## src/rtl/dino_pkg.sv

```systemverilog
// dino_pkg: shared game state type, timing constants and renderer baseline.
package dino_pkg;
  typedef enum logic [1:0] {IDLE = 2'd0, RUN = 2'd1, OVER = 2'd2} state_e;
  localparam int DINO_JUMP_FRAMES = 60;
  localparam int DINO_HEIGHT_DIV  = 6;
  localparam int DINO_SCORE_DIV   = 6;
  localparam int DINO_SCORE_MAX   = 9999;
  localparam int DINO_BASE_ROW    = 402;
  localparam int SCORE_W          = 14;
  localparam int JT_W             = 12;
endpackage

```

## src/rtl/sync_edge.sv

```systemverilog
// sync_edge: 2-FF synchronizer with registered rise/fall pulses (3 CLK pin-to-pulse).
module sync_edge (
  input  logic CLK,
  input  logic RESET,
  input  logic d_i,
  output logic rise_o,
  output logic fall_o
);
  logic [2:0] s_q;
  logic       rise_q, fall_q;
  always_ff @(posedge CLK or negedge RESET) begin
    if (!RESET) begin
      s_q    <= '0;
      rise_q <= 1'b0;
      fall_q <= 1'b0;
    end else begin
      s_q    <= {s_q[1:0], d_i};
      rise_q <= s_q[1] & ~s_q[2];
      fall_q <= ~s_q[1] & s_q[2];
    end
  end
  assign rise_o = rise_q;
  assign fall_o = fall_q;
endmodule

```

## src/rtl/dino_game_ctrl.sv

```systemverilog
// dino_game_ctrl: game state sequencer owning jump trajectory, height and score.
module dino_game_ctrl
  import dino_pkg::*;
#(
  parameter int JUMP_FRAMES = DINO_JUMP_FRAMES,
  parameter int HEIGHT_DIV  = DINO_HEIGHT_DIV,
  parameter int SCORE_DIV   = DINO_SCORE_DIV,
  parameter int SCORE_MAX   = DINO_SCORE_MAX
) (
  input  logic               CLK,
  input  logic               RESET,
  input  logic               fresh,
  input  logic               button_jump,
  input  logic               START,
  input  logic               collide,
  output logic               game_status,
  output logic               game_over,
  output logic               jumping,
  output logic [JT_W-1:0]    jump_time,
  output logic [JT_W-1:0]    height,
  output logic [SCORE_W-1:0] score,
  output logic               frame_tick
);
  state_e             state_q, state_d;
  logic [JT_W-1:0]    jt_q, jt_d, height_q, height_d, fc_q, fc_d;
  logic [SCORE_W-1:0] score_q, score_d;
  logic               jmp_q, jmp_d, hit_q, hit_d, jreq_q, jreq_d;
  logic               status_q, over_q;
  logic               tick, jump_evt, start_evt, hit, land, wrap;
  logic [2:0]         unused_ev;
  logic [23:0]        arc;
  sync_edge u_fresh (.CLK(CLK), .RESET(RESET), .d_i(fresh),       .rise_o(unused_ev[0]), .fall_o(tick));
  sync_edge u_jump  (.CLK(CLK), .RESET(RESET), .d_i(button_jump), .rise_o(jump_evt),     .fall_o(unused_ev[1]));
  sync_edge u_start (.CLK(CLK), .RESET(RESET), .d_i(START),       .rise_o(start_evt),    .fall_o(unused_ev[2]));
  assign hit  = hit_q | collide;
  assign land = jt_q == JT_W'(JUMP_FRAMES);
  assign wrap = fc_q == JT_W'(SCORE_DIV - 1);
  assign arc  = 24'(jt_q) * 24'(JUMP_FRAMES) - 24'(jt_q) * 24'(jt_q);
  assign height_d = JT_W'(arc / 24'(HEIGHT_DIV));
  always_comb begin
    state_d = state_q;
    jt_d    = jt_q;
    jmp_d   = jmp_q;
    score_d = score_q;
    fc_d    = fc_q;
    hit_d   = hit_q;
    jreq_d  = jreq_q;
    if (state_q != RUN && start_evt) begin
      state_d = RUN;
      jt_d    = '0;
      jmp_d   = 1'b0;
      score_d = '0;
      fc_d    = '0;
      hit_d   = 1'b0;
      jreq_d  = 1'b0;
    end else if (state_q == RUN && tick) begin
      hit_d  = 1'b0;
      jreq_d = 1'b0;
      if (hit) begin
        state_d = OVER;
      end else begin
        // a press during a jump is dropped: jreq only matters when grounded
        jt_d    = jmp_q ? (land ? '0 : jt_q + 1'b1) : (jreq_q ? JT_W'(1) : jt_q);
        jmp_d   = jmp_q ? ~land : jreq_q;
        fc_d    = wrap ? '0 : fc_q + 1'b1;
        score_d = (wrap && score_q != SCORE_W'(SCORE_MAX)) ? score_q + 1'b1 : score_q;
      end
    end else if (state_q == RUN) begin
      hit_d  = hit_q | collide;
      jreq_d = jreq_q | jump_evt;
    end
  end
  always_ff @(posedge CLK or negedge RESET) begin
    if (!RESET) begin
      state_q  <= IDLE;
      jt_q     <= '0;
      jmp_q    <= 1'b0;
      score_q  <= '0;
      fc_q     <= '0;
      hit_q    <= 1'b0;
      jreq_q   <= 1'b0;
      height_q <= '0;
      status_q <= 1'b0;
      over_q   <= 1'b0;
    end else begin
      state_q  <= state_d;
      jt_q     <= jt_d;
      jmp_q    <= jmp_d;
      score_q  <= score_d;
      fc_q     <= fc_d;
      hit_q    <= hit_d;
      jreq_q   <= jreq_d;
      height_q <= height_d;
      status_q <= state_d == RUN;
      over_q   <= state_d == OVER;
    end
  end
  assign game_status = status_q;
  assign game_over   = over_q;
  assign jumping     = jmp_q;
  assign jump_time   = jt_q;
  assign height      = height_q;
  assign score       = score_q;
  assign frame_tick  = tick;
endmodule

```

## config.mk

```make
export PLATFORM = sky130hd
export DESIGN_NAME = dino_game_ctrl
export DESIGN_NICKNAME = d
export VERILOG_FILES = /design/src/rtl/dino_pkg.sv /design/src/rtl/sync_edge.sv /design/src/rtl/dino_game_ctrl.sv
export SDC_FILE = /design/constraint.sdc
export NUM_CORES = 1
export LEC_CHECK = 0
export BUFFER_PORTS_ARGS = -buffer_cell sky130_fd_sc_hd__buf_2
export CORE_MARGIN = 2
export CORE_UTILIZATION = 40
export DETAILED_ROUTE_END_ITERATION = 12
export GPL_ROUTABILITY_DRIVEN = 0
export PLACE_DENSITY = 0.68
export SLEW_MARGIN = 20
export SYNTH_ARGS = -nofsm -noshare
export SYNTH_HDL_FRONTEND = slang
export SYNTH_HIERARCHICAL = 1
export SYNTH_SLANG_ARGS = --single-unit
```

## constraint.sdc

```tcl
create_clock -name CLK -period 12.9 [get_ports CLK]
set_input_delay 3.87 -clock CLK [delete_from_list [all_inputs] [get_ports CLK]]
set_output_delay 3.87 -clock CLK [all_outputs]
set_load 0.02 [all_outputs]
```

==> results of run 1 <==
## cell type report
class                      count  share of cell area, %
clock buffer                  10                   1.82
timing repair buffer          96                   4.62
multi-input combinational   1039                   70.2
clock inverter                 6                  0.353
inverter                     215                   6.18
tap                          384                   3.66
sequential                    69                   13.2
## metal layers
layer	share of wire, %	vias up	global-route usage [%]	wire [µm]
met2	49	238	31.8	13400
met4	1.3	0	3.72	365
met1	45	4908	24.4	12300
li1	-	4792	-	-
met5	0	-	0	0
met3	4.4	28	1.71	1200
## how the worst min path moves through the flow
stage | start | endpoint | slack (ns) | cells past startpoint
global placement | u_jump/s_q[0] | u_jump/s_q[1] | 0.34 | 0
global route | u_jump/s_q[0] | u_jump/s_q[1] | 0.37 | 0
floorplan | u_fresh/s_q[0] | u_fresh/s_q[1] | 0.33 | 0
CTS | u_jump/s_q[0] | u_jump/s_q[1] | 0.36 | 0
detailed placement | u_jump/s_q[0] | u_jump/s_q[1] | 0.34 | 0
finish | u_jump/s_q[0] | u_jump/s_q[1] | 0.36 | 0
## sequential cells by signal, summed over array words and instances, names as in the netlist
signal          count
jump_time          12
score              14
height             12
jreq_q              1
game_status         1
u_start/rise_o      1
u_fresh/fall_o      1
game_over           1
fc_q               12
u_jump/s_q          3
state_q             2
u_fresh/s_q         3
u_start/s_q         3
jumping             1
u_jump/rise_o       1
hit_q               1
## metrics by stage
step / util (%) / cells / instance area [µm²] / setup slack [ns]
final: 45.5 / 1819 / 13100 / 0.526
after CTS: 44.5 / 1806 / 12800 / 0.0112
after floorplan: - / 1379 / 11800 / 0.761
after global routing: 45.5 / 1819 / 13100 / -0.139
after detailed placement: 43.2 / 1785 / 12500 / -0.0443
after global placement: 43.2 / 1785 / 12500 / 0.229
## worst max-delay path, delay by kind of cell, from the launching register on
kind	cells	cell delay [ns]
and+or+nand+nor	12	3.15
adders and majority gates	9	3.89
buffers and inverters	6	0.50
DFF	1	0.45
xor gates and xnor gates	2	0.29
AOI/OAI and AO/OA	21	3.97
## cell usage in the layout (no fill, tap or decap), drive strengths merged, types with 8 or more instances in the layout
cell type / count
fa: 120
o31ai: 10
buf: 96
inv: 215
mux2i: 13
o21bai: 17
and2: 16
nand2: 132
clkbuf: 10
xor2: 39
a211oi: 9
o211ai: 13
o21a: 8
nor3: 23
nor4: 11
nand2b: 9
a21oi: 64
a21o: 16
nor2: 101
or2: 9
nand4: 17
o21ai: 71
nor2b: 10
dfrtp: 69
nand3: 33
xnor2: 42
a31oi: 11
and3: 12
a211o: 10
ha: 106
## repair_timing
action | 4_1_cts | 5_1_grt
pin swaps | 1 | 10
setup endpoints to repair | 1 | 2
gates resized for setup | 4 | 38
buffers inserted | 5 | 12
gates cloned | 0 | 1
==> run summary, run 1 <==
Measured in cells, the most critical reg-to-reg path has a length of 50. Dividing the final minimum period by the clock period gives 95.9%. The logs give 9760 for the number of global-route vias before repair and 69 for the total clock sinks. The clock input transition at the sequential cells of the worst setup and hold paths was 0.07 ns; the number of search-and-repair iterations in the first detailed-routing pass was 6. The total wire length after detailed routing was 27.3 mm; the aggregate global-route resource usage was 18.1%.

The total negative slack for setup checks is 0 ns. The core outline area is 0.0289 mm². The remaining antenna violation count after routing is 0. For this run the aggregate overflow at the end of global routing stands at 0. The H-tree was split into 3 levels. Measured along the y axis, the die boundary spans 176 µm.

In this run the core area contains 62 standard-cell rows. For the worst setup path, the data required time is 13.10 ns. The final-report setup violation count is 0.

The run gives 0 as the antenna diode count. The worst setup path is of the reg2reg kind. The fill cell instance count of the final layout is 2823.

Of the cells placed in the final design, the portion with a size suffix greater than 1 is 14.1%. For the footprint of the flip-flops and latches, the log shows 0.00173 mm². The path type of the worst min-delay path was reg2reg.

Derived from the worst setup path, the maximum achievable clock frequency is 80.8 MHz. The tools report the latest clock arrival within the worst-skew pair as 0.34 ns. After synthesis, the mean cell area works out to 8.54 µm². Counting every instance in the synthesized netlist gives 1379.

The startpoint of the lowest-slack register-to-register path is jump_time[1]. STA classifies the critical path endpoint as a flip-flop. Among the stages of the critical path, the cell type that occurs most often is sky130_fd_sc_hd__fa_1. The setup check on the worst reg-to-reg path leaves a slack of 0.53 ns. The detail-routed via count per cell was 5.48; the worst-margin pin slew was 0.952 ns. The cell area that synthesis handed to floorplanning was 0.0118 mm². The flow ran to the end, and the final reports show no timing, DRC or antenna violations. The most critical setup path has its startpoint at jump_time[1]. Critical path launch point type: a flip-flop. Entering global routing, the biggest net connects 70 pins.

The tools report the number of antenna violations at the first check in global routing as 0. The first-pass GRT wire length is 46.8 mm, and the hold buffer count at CTS is 0. TritonCTS built the clock tree. Compared with the post-synthesis result, the final layout area differs by 11.5%. 48 I/O pins were placed. Detailed placement finished with a half-perimeter wire length of 21.0 mm. The terminus of the critical flop-to-flop path is height[0]. The number of clock buffers added by TritonCTS is 9. The tools report the vias after detailed routing as 9966. The maximum number of buffers from clock root to sink is 2. The destination of the critical timing path was height[0]. The yosys synthesis warning count is 6, and the shortest period the worst path allows is 12.37 ns.

The initial DRC count is 695, and the final count of pins violating max slew is 0. Maximum fanout along the worst path: 9. The number of buffers added on ports came out at 47.

The buffer cell driving the clock tree root is sky130_fd_sc_hd__clkbuf_16. Number of DRC violations after detailed routing: 0. In the final layout, the multi-input gates occupy 0.00922 mm². Headroom to the max-slew limit came out at 36.1%. Across the routed clock network, the largest skew measured is 0.0149 ns.

The number of hold violations in the final report was 0; the starting density of the core was 40.8%. At the worst endpoint, the arrival time is 12.57 ns. The delay of the slowest cell on the worst path works out to 0.54 ns. The cell with the biggest individual delay on the critical path is sky130_fd_sc_hd__fa_1. The area of the die was 0.0308 mm²; the number of nets in the final layout was 1662.

The tools report the tightest hold margin as 0.357 ns. The total nets after synthesis came out at 1611. The chip width came out at 176 µm. The wire length per cell works out to 15.0 µm. Across the run, the number of max-cap violations was 0.
Power of run 1 is left out: the tool's default activity adds up to more than one toggle a clock period on the data nets, which glitch-free logic cannot reach.
==> run 2: changes to the inputs <==
- PLACE_DENSITY: 0.68 -> 0.56
==> run 2 against run 1 <==
- clock skew is 0.0069 ns lower
- non-clock buffer count is 9 higher
- die area stayed put
- hold slack worse by 0.0094 ns
- sequential share of layout area is 0.11 points lower
- routed wire length is 3.5% higher
- via count is 1.1% lower
- cell count is 0.38% higher
- clock-buffer cell count is 1 lower
- global-route usage is 0.97 points higher
- critical endpoint unchanged
==> run summary, run 2 (synthesis gave the netlist of run 1 again) <==
The logs give 0 for the count of maximum capacitance violations and 2 for the maximum number of buffers from clock root to sink. The tools report the buffer cell driving the clock tree root as sky130_fd_sc_hd__clkbuf_16. Static timing analysis puts the maximum clock frequency at 81.8 MHz. For the pin with the worst max-slew slack, the measured transition is 1.04 ns. The delay of the slowest cell on the worst path was 0.54 ns. The logs give 0.347 ns for the tightest hold margin and 13.11 ns for the required time of the worst setup path.

The starting density of the core was 40.8%. Most repeated library cell on the critical path: sky130_fd_sc_hd__fa_1. The logs give 0 for the antenna diode count and 0.67 ns for the slack of the worst reg-to-reg path.

The number of buffers added on ports came out at 47. The final layout contains 1670 nets. For the placed wire-length estimate after detailed placement, the log shows 21.9 mm. Measured against its own limit, the worst slew margin works out to 30.0%. The run gives 62 as the row count. The worst path needs 12.23 ns of the cycle, external delays included. The number of clock buffers added by TritonCTS is 9.

The logs give 70 for the largest net degree at the start of global routing and 48 for the number of I/O pins. The vias after detailed routing was 9859. The run gives 19.1% as the aggregate global-route resource usage. The startpoint identified for the worst register-to-register timing path is jump_time[1].

At the later pin of the worst-skew pair, clock insertion delay measures 0.35 ns. Uppermost metal layer occupied by signal nets: met4. The worst setup path is captured at a flip-flop. The number of cells on the worst reg-to-reg path is 52.

After detailed routing, the number of remaining DRC violations is 0. The run gives 580 as the initial DRC count. The final-report setup violation count was 0.

For this run the aggregate overflow at the end of global routing stands at 0. The tools report the number of antenna violations at the first check in global routing as 0. TritonCTS built the clock tree.

From left edge to right edge, the die measures 176 µm. The total negative slack for setup checks came out at 0 ns. After layout, the worst path uses 94.8% of the clock period. Counting instances, the worst hold path has a depth of 0.

The run gives 0.00925 mm² as the footprint of the multi-input gates. After detailed routing, the met2 layer carries 13.9 mm of wire. In the routed layout, each cell is associated on average with a via count of 5.40. The die covers 0.0308 mm². In this run the remaining antenna-violating nets after routing total 0.

The tree built by TritonCTS fans out to 69 sinks. The library cell used most frequently in the layout, excluding fill and tap cells, is sky130_fd_sc_hd__inv_1. The footprint of the flip-flops and latches is 0.00173 mm², and the area growth from synthesis to final layout is 12.4%. The first-pass GRT wire length was 48.1 mm; the signal arrival time at the worst endpoint was 12.44 ns.

Dividing the detail-routed wire length by the instance count gives 15.5 µm. Including well taps, the total number of placed cells is 1787. The path class of the tightest hold or removal check is reg2reg. Of all nets on the critical path, the largest fanout is 8. The terminus of the critical flop-to-flop path was height[0]. The startpoint identified for the worst hold timing path is u_fresh/s_q[0]. For this design, the slowest cell found on the critical path is sky130_fd_sc_hd__fa_1. The top cell types in the final layout, fill and taps aside, are sky130_fd_sc_hd__inv_1 (215), sky130_fd_sc_hd__nand2_1 (132), sky130_fd_sc_hd__fa_1 (120).

On the final layout, the worst clock skew is 0.00801 ns. The y dimension of the die is 176 µm, and the number of search-and-repair iterations in the first detailed-routing pass is 5. The run gives 9834 as the number of global-route vias before repair. The kind of critical path was reg2reg. The tools report the final count of pins violating max slew as 0. The critical path starts at jump_time[1]. The flow ran to the end, and the final reports show no timing, DRC or antenna violations. The H-tree was split into 3 levels. For the number of hold violations in the final report, the log shows 0. The logs give 1826 for the non-filler instance count after layout and 0.0289 mm² for the core outline area. After detailed routing, the total wire length is 28.2 mm.

The register with the most flip-flops in the layout has 14 of them. The share of post-route cells with drive strength above 1 works out to 14.8%. The worst hold path terminates at u_fresh/s_q[1].

After clock tree synthesis, the clock-pin slew on the worst setup and hold paths is 0.06 ns. Buffers inserted to repair hold after CTS numbered 0. Wire segments on met3 add up to 1.07 mm in the final route.

After filler insertion, the fill cell instance count of the layout stands at 2884. For the met1 wire length, the log shows 12.9 mm. The worst setup path is launched from a flip-flop.
[run 2: cell types whose count changed in the layout (fill, tap and decap cells not counted), sizes merged]
cell      before  now
clkinvlp       3    2
buf           96  105
clkinv         3    2
inv          215  217
nor2b         10    9
clkbuf        10    9
[run 2: final cells by class]
class                   instances  share of cell area [%]
multi-input cells            1038                    69.9
flip-flops and latches         69                    13.1
inverters                     215                    6.10
repair buffers                105                    5.30
well taps                     384                    3.63
clock buffers                   9                    1.70
clock inverters                 6                   0.350
[run 2: critical path: cells and delay by family (launching register included)]
family          cells  cell delay, ns
mux                 1            0.22
fa+ha+maj           9            3.69
simple gates        8            1.89
compound gates     24            4.64
xor+xnor            2            0.35
flops               1            0.46
buf+inv             8            0.82
[run 2: per-layer routing]
metal  global-route usage [%]  vias up
li1                         -     4791
met1                     25.5     4831
met2                     33.4      208
met3                     1.86       29
met4                     4.41        0
met5                        0        -
[run 2: worst max-delay path by stage]
stage,slack [ns],cells past startpoint,endpoint
3_5_place_dp,-0.03,50,height[0]
5_1_grt,-0.02,50,height[0]
6_report,0.67,52,height[0]
4_1_cts,0.03,50,height[0]
2_1_floorplan,0.76,52,height[0]
3_3_place_gp,0.24,50,height[0]
[run 2: repair_timing]
item	in CTS	in global routing
pin swaps	1	14
gates resized for setup	3	51
hold endpoints to repair	0	0
setup endpoints to repair	1	2
buffers inserted	3	21
gates cloned	0	0
[run 2: per-stage QoR]
stage	area [µm²]	util [%]	setup WS [ns]
global route	13200	45.9	-0.0177
CTS	12800	44.4	0.0286
floorplan	11800	-	0.761
finish	13200	45.9	0.669
global placement	12500	43.3	0.245
detailed placement	12500	43.3	-0.0285
Power of run 2 is left out for the same reason.
==> run 3: changes to the inputs <==
- CORE_UTILIZATION: 40 -> 60
- PLACE_DENSITY: 0.56 -> 0.76
- clock period: 12.9 -> 13.2 ns (I/O delays scaled with it)
==> run 3 against run 2 <==
- clock-buffer cell count increased by 1
- via count up 2.9%
- critical path depth decreased by 1
==> run summary, run 3 (synthesis gave the netlist of run 1 again) <==
The logs give 13.4% for the normalized max-slew margin and 0 for the hold buffer count at CTS. Summing over every cut layer, the via total after detailed routing is 10100. Dividing the detail-routed wire length by the instance count gives 16.3 µm.

After global routing the overflow that remains totals 0. TritonCTS built the clock tree. The worst-margin pin slew was 1.29 ns; the non-filler instance count after layout was 1700. For the worst flop-to-flop path, the logic depth is 51. The library cell used most frequently in the layout, excluding fill and tap cells, is sky130_fd_sc_hd__inv_1. Summing all placed instances gives a cell area of 0.0122 mm². The routed design could run at a clock period as short as 12.62 ns.

Dividing the detail-routed via count by the number of cells gives 5.97. For the initial DRC count, the log shows 766. The number of placed instances, taps included, is 1654. The maximum fanout along the worst path came out at 16. In the layout the commonest cells are sky130_fd_sc_hd__inv_1 (215), sky130_fd_sc_hd__nand2_1 (131), sky130_fd_sc_hd__fa_1 (120). The floorplan step set the die width to 144 µm. The run gives 0 as the antenna diode count.

For the worst setup path, the data arrival time is 12.80 ns. The count of maximum capacitance violations came out at 0. The kind of critical path is reg2reg. The run gives 0.583 ns as the least setup slack across all paths after layout.

Port buffering added 47 buffers. The total area inside the core boundary comes to 0.0193 mm². Among all stages on the critical path, the largest delay is contributed by sky130_fd_sc_hd__or4_4. The number of antenna violations at the first check in global routing is 0, and the cell area after layout is 0.0130 mm². The logs give 21.0 mm for the placed wire-length estimate after detailed placement and 0 for the final-report setup violation count. The final layout contains routed wiring with a total length of 27.8 mm. Summed over all failing endpoints, the final setup total negative slack is 0 ns.

In this run the core area contains 51 standard-cell rows. The register with the most flip-flops in the layout has 14 of them. Compared with the post-synthesis result, the final layout area differs by 10.6%.

The instance count along the most critical hold path was 0; the y dimension of the die was 144 µm. For the maximum number of buffers from clock root to sink, the log shows 2. Static timing analysis puts the maximum clock frequency at 79.3 MHz. Most repeated library cell on the critical path: sky130_fd_sc_hd__fa_1. The tools report the area of the die as 0.0208 mm². Counting the buffers created by CTS gives 9.

STA classifies the critical path startpoint as a flip-flop. The H-tree generated during clock tree synthesis spans 3 levels. The clock drives 69 sinks. STA classifies the critical path endpoint as a flip-flop. The clock input transition at the sequential cells of the worst setup and hold paths was 0.06 ns; the aggregate global-route resource usage was 27.6%. The run finished with clean final reports. The tools report the number of DRC violations after detailed routing as 0. The worst hold path belongs to the class reg2reg. At the placement stage, the worst setup path has a slack of -0.00842 ns. During I/O placement, the number of pins put on the boundary was 48. The delay of the slowest cell on the worst path was 0.56 ns; the fill cell instance count of the final layout was 1563. For the number of global-route vias before repair, the log shows 9953. The logs give 0.0121 ns for the final setup skew and 70 for the largest net degree at the start of global routing.

At the later pin of the worst-skew pair, clock insertion delay measures 0.34 ns. The count of nets left with antenna violations once routing finished came out at 0. For the number of hold violations in the final report, the log shows 0. Of the available clock period, the critical path in the final layout requires 95.6%. The initial utilization of the core area, before any placement, comes to 60.9%. Number of nets in the final layout: 1662. For the worst setup path, the data required time is 13.38 ns. The share of post-route cells with drive strength above 1 was 13.9%; the first-pass GRT wire length was 46.8 mm. For the final count of pins violating max slew, the log shows 0. The first TritonRoute pass finished after 6 iterations. The root buffer cell chosen for the clock tree is sky130_fd_sc_hd__clkbuf_16.
-- run 3: cell types whose count changed in the layout (fill, tap and decap cells not counted), moves of 2 or more --
cell / change
sky130_fd_sc_hd__buf_4: -11
sky130_fd_sc_hd__a21oi_1: +3
sky130_fd_sc_hd__a21oi_2: -3
sky130_fd_sc_hd__and2_1: +3
sky130_fd_sc_hd__and2_2: -2
sky130_fd_sc_hd__ha_1: +2
sky130_fd_sc_hd__o32ai_2: +2
-- run 3: layout make-up --
cell class / instances / area [µm²] / share of cell area [%]
Multi-Input combinational cell: 1041 / 9240 / 70.9
Sequential cell: 69 / 1730 / 13.3
Inverter: 215 / 807 / 6.19
Timing Repair Buffer: 94 / 619 / 4.75
Tap cell: 265 / 332 / 2.55
Clock buffer: 10 / 229 / 1.76
Clock inverter: 6 / 68.8 / 0.528
-- run 3: worst max-delay path, delay by kind of cell (launching register included) --
kind | cells | cell delay [ns]
and+or+nand+nor | 7 | 1.60
adders and majority gates | 9 | 3.83
DFF | 1 | 0.47
muxes | 2 | 0.60
xor gates and xnor gates | 2 | 0.28
AOI/OAI and AO/OA | 24 | 5.09
buffers and inverters | 7 | 0.56
-- run 3: final timing paths --
kind	from	endpoint	slack, ns
setup / recovery	jump_time[1]	height[0]	0.58
hold / removal	u_jump/s_q[0]	u_jump/s_q[1]	0.35
setup reg to reg	jump_time[1]	height[0]	0.58
hold reg to reg	u_jump/s_q[0]	u_jump/s_q[1]	0.35
max in group asynchronous	RESET	jump_time[2]	8.85
min in group asynchronous	RESET	u_start/rise_o	3.73
-- run 3: repair_timing --
| item | in CTS | in global routing |
|---|---|---|
| endpoints found under the hold margin | 0 | 0 |
| gates resized for setup | 1 | 44 |
| endpoints found under the setup margin | 1 | 2 |
| pin swaps | 1 | 14 |
| gates cloned | 0 | 3 |
| setup buffers | 3 | 24 |
-- run 3: stage by stage --
step,hold slack [ns],util [%]
2_1_floorplan,0.331,-
3_3_place_gp,0.335,63.3
3_5_place_dp,0.336,63.3
4_1_cts,0.355,65.1
5_1_grt,0.367,67.4
6_report,0.352,67.4
-- run 3: layer usage --
metal  wire length (µm)  track usage [%]  vias to the layer above
met3               1260             2.52                       59
li1                   -                -                     4789
met2              14000             49.4                      332
met5                  0                0                        -
met1              11900             35.8                     4967
met4                612             7.74                        0
Power of run 3 is left out for the same reason.
